**config.mk**
```make
export PLATFORM = sky130hd
export DESIGN_NAME = spi_master
export DESIGN_NICKNAME = d
export VERILOG_FILES = /design/src/rtl/spi_master.sv
export SDC_FILE = /design/constraint.sdc
export NUM_CORES = 1
export LEC_CHECK = 0
export ABC_AREA = 1
export CAP_MARGIN = 20
export CORE_MARGIN = 4
export CORE_UTILIZATION = 65
export CTS_CLUSTER_DIAMETER = 200
export DETAILED_ROUTE_END_ITERATION = 7
export DONT_BUFFER_PORTS = 1
export PLACE_DENSITY_LB_ADDON = 0.15
export SYNTH_ARGS = -nofsm -noshare
export SYNTH_HDL_FRONTEND = slang
export SYNTH_SLANG_ARGS = --single-unit
```
**constraint.sdc**
```tcl
create_clock -name clk -period 3.2 [get_ports clk]
set_input_delay 0.64 -clock clk [delete_from_list [all_inputs] [get_ports clk]]
set_output_delay 0.64 -clock clk [all_outputs]
set_load 0.05 [all_outputs]
```
**src/rtl/spi_master.sv**
```systemverilog
// rtl/spi_master.sv - single-clock SPI master: one 10-bit command per transaction, optional 8-bit read reply
module spi_master #(
  parameter int CMD_W   = 10,
  parameter int RD_W    = 8,
  parameter int RD_WAIT = 2
) (
  input  logic             clk,
  input  logic             rst,
  input  logic             start,
  input  logic [CMD_W-1:0] cmd_word,
  output logic             busy,
  output logic             done,
  output logic [RD_W-1:0]  rd_data,
  output logic             rd_valid,
  output logic             SS_n,
  output logic             MOSI,
  input  logic             MISO
);

  localparam int CNT_MAX = (CMD_W > RD_W) ? ((CMD_W > RD_WAIT) ? CMD_W : RD_WAIT)
                                          : ((RD_W > RD_WAIT) ? RD_W : RD_WAIT);
  localparam int CNT_W   = $clog2(CNT_MAX + 1);

  typedef enum logic [2:0] {IDLE, SELECT, SEND, WAIT, RECV, FINISH} state_t;

  state_t           state;
  logic [CMD_W:0]   shift;
  logic [RD_W-1:0]  rd_shift;
  logic [CNT_W-1:0] cnt;
  logic             is_read;

  always_ff @(posedge clk) begin
    if (rst) begin
      state    <= IDLE;
      SS_n     <= 1'b1;
      MOSI     <= 1'b0;
      busy     <= 1'b0;
      done     <= 1'b0;
      rd_valid <= 1'b0;
      rd_data  <= '0;
      rd_shift <= '0;
      shift    <= '0;
      cnt      <= '0;
      is_read  <= 1'b0;
    end else begin
      done     <= 1'b0;
      rd_valid <= 1'b0;
      case (state)
        IDLE: begin
          // busy is still high in the cycle after FINISH, so a start seen there is dropped
          if (start && !busy) begin
            shift   <= {cmd_word[CMD_W-1], cmd_word};
            is_read <= &cmd_word[CMD_W-1 -: 2];
            busy    <= 1'b1;
            state   <= SELECT;
          end else begin
            busy <= 1'b0;
          end
        end
        SELECT: begin
          SS_n  <= 1'b0;
          MOSI  <= 1'b0;
          cnt   <= CNT_W'(CMD_W);
          state <= SEND;
        end
        SEND: begin
          MOSI  <= shift[CMD_W];
          shift <= {shift[CMD_W-1:0], 1'b0};
          if (cnt == '0) begin
            if (is_read) begin
              cnt   <= CNT_W'(RD_WAIT - 1);
              state <= WAIT;
            end else begin
              state <= FINISH;
            end
          end else begin
            cnt <= cnt - 1'b1;
          end
        end
        WAIT: begin
          MOSI <= 1'b0;
          if (cnt == '0) begin
            cnt   <= CNT_W'(RD_W - 1);
            state <= RECV;
          end else begin
            cnt <= cnt - 1'b1;
          end
        end
        RECV: begin
          rd_shift <= {rd_shift[RD_W-2:0], MISO};
          if (cnt == '0) state <= FINISH;
          else           cnt   <= cnt - 1'b1;
        end
        FINISH: begin
          SS_n  <= 1'b1;
          MOSI  <= 1'b0;
          done  <= 1'b1;
          if (is_read) begin
            rd_data  <= rd_shift;
            rd_valid <= 1'b1;
          end
          state <= IDLE;
        end
        default: state <= IDLE;
      endcase
    end
  end

endmodule

```
==> results.md <==
* Status: finished clean
* WHS at between 0.3 and 0.4 ns
* First-pass GRT wire length at 6.12 mm
* Initial antenna violation count at 0
* Syn Nets at between 200 and 300
* Site row count at 18
* Htree depth at 2
* Area Growth Syn to Fin at 2.78%
* Multi-input gate area at ~870 um^2
* GRT Resource Usage Total at roughly 22%
* Final Skew at 0.0135 ns
* Clk buf depth at 2
* Fillers at between 200 and 250
* Worst EP arrival at 1.98 ns
* Total of max-cap violations at 0
* Final wirelength at approximately 3.6 mm
* Number of global-route vias before repair at 1372
* Fmax at roughly 580 MHz
* Chip Height at a little over 60 um
* Syn Inst Count at about 250
* Number of diodes at 0
* Die Width at 60.6 um
* Largest net degree at the start of global routing at 23
* Pwr per Cell Area at around 880 nW/um^2
* Worst Path Buf+Inv at 3
* Mapped cell area at around 1800 um^2
* Total power at about 1.6 mW
* Worst-margin pin slew at around 0.55 ns
* Final setup viols at 0
* Worst path max stage delay at approximately 0.65 ns
* Peak fanout along the critical path at 12
* Die Footprint at about 3700 um^2
* Core area at 2570 um^2
* Yosys reg bits at 40
* CTS Buf Count at 5
* Yosys top cell by area: dfxtp_1
* Max_slew headroom at a little over three fifths
* Startpoint type of the worst setup path: flip-flop
* Average via count per standard cell at ~5.4
* Combinational share of power at a little under two fifths
* Nets at roughly 270
* Pleak at 0.772 nW
* Switch share at ~44%
* Final core occ at between 70% and 80%
* Post-route setup TNS at 0 ns
* Final Hold Viols at 0
* TritonCTS clock tree: done
* Clock sink count at 40
* Syn Area/Cell at between 7 and 8 um^2
* Clk_lat worst skew at 0.36 ns
* Storage element area at between 800 and 900 um^2
* Fin crit share at between 50% and 60%
* Most frequent cells in the layout: nand2_1 (66), dfxtp_1 (40), nor2_1 (40), a21oi_1 (19), nand3_1 (17)
* Clock power share at between 10% and 20%
* Switching power at between 700 and 800 uW
* Delay-heaviest family, CP: flip-flops
* Slowest cell on crit path: dfxtp_1
* Peak supply drop at 0.000818 V
* Commonest non-fill, non-tap cell in the layout: nand2_1
* P_int at slightly above 900 uW
* Hpwl dp at roughly 2.5 mm
* Post-CTS Setup Bufs at 0
* WL/cell at 12.6 um
* Worst EP required at ~3.5 ns
* Worst path cell trace: inv_1 -> nand4_1 -> inv_2 -> nor2_4 -> inv_2 -> nor2_1 -> nor2_1
* Hold-fix buffers at CTS at 0
* Critical path endpoint category: flip-flop
* Residual DRC at 0
* Pre-antenna DRT Iters at 4
* Root buffer cell: clkbuf_4
* Synth top area cells: dfxtp_1 (45%), nand2_1 (14%), nor2_1 (8.4%)
* I/O pin count at 27
* Initial DRC Count at 82
* Post-DRT Antenna Nets at 0
* Post-synthesis sequential area ratio at 44.5%
* Vias at 1541
* Initial Util at a little over two thirds
* RSZ-0062 raised after global routing: no
* Max-slew violation count at 0
* GPL Wtd Cong at 0.844
* Worst-path clk slew at 0.13 ns
* Total congestion overflow at 0
* Yosys top cell area share at approximately 45%
* Layout cell share with drive strength beyond 1 at 12.6%
* Minimum clock period at ~1.7 ns
* Port bufs at 0
* Hold Path Class: in2reg
* Sequential power share at between 40% and 50%
* Post-synth cell types at 23
* Ys Warns at 0
* Critical path class: reg2reg
* Resized Gates After CTS at 0
power groups by stage:
stage / logic, mW / registers (mW) / clock network (mW)
floorplan: 0.553 / 0.726 / 0
global placement: 0.603 / 0.746 / 0
detailed placement: 0.611 / 0.748 / 0
CTS: 0.617 / 0.736 / 0.277
global route: 0.710 / 0.756 / 0.307
finish: 0.624 / 0.737 / 0.273
worst paths after layout:
path	from	endpoint	slack [ns]	cells past startpoint
max	busy	shift[7]	1.48	7
min	rst	state[2]	0.33	1
max reg2reg	busy	shift[7]	1.48	7
min reg2reg	shift[0]	shift[0]	0.48	2
stage by stage:
stage,cell area (um^2),instances,worst slack (ns)
2_1_floorplan,1800,254,1.78
3_3_place_gp,1780,276,1.56
3_5_place_dp,1780,276,1.52
4_1_cts,1850,284,1.50
5_1_grt,1850,284,1.33
6_report,1850,284,1.48
worst reg2reg max path: stages, from the launching register on:
cell and delay, ns:
dfxtp_1 0.65, inv_1 0.15, nand4_1 0.16, inv_2 0.08, nor2_4 0.27, inv_2 0.15, nor2_1 0.12, nor2_1 0.05
layout make-up:
cell class                      instances  area share, %
Clock buffer                            6           2.78
Inverter                               20           4.06
Tap cell                               30           2.03
Clock inverter                          2          0.812
Multi-Input combinational cell        186           47.0
Sequential cell                        40           43.3
Yosys cell counts, drive strengths merged:
master,instances
nor2,43
inv,20
ha,2
xor2,1
a22oi,2
o21ai,22
dfxtp,40
a211oi,1
nand2,73
a21oi,23
clkbuf,3
nand3,18
nand4,1
buf,5
routing by layer:
layer / vias to the layer above / GRT usage [%] / wire length, um
li1: 816 / - / -
met1: 689 / 32.2 / 1780
met2: 27 / 30.1 / 1480
met3: 9 / 7.66 / 243
met4: 0 / 10.5 / 62
met5: - / 0 / 0
logic make-up (layout without fill, tap and decap cells):
group                      count (synthesis)  in the layout  synth area share [%]
buffers and inverters                     28             28                  7.17
adders and majority gates                  2              2                  1.39
and+or+nand+nor                          135            135                  31.8
xor gates and xnor gates                   1              1                 0.487
AOI/OAI and AO/OA                         48             48                  14.6
DFF                                       40             40                  44.5
registers in the layout, summed over array words and instances, names as in the netlist:
signal	count
shift	11
rd_data	8
rd_shift	8
cnt	4
state	3
MOSI	1
SS_n	1
busy	1
done	1
is_read	1
rd_valid	1
(Power assumes the default switching activity.)
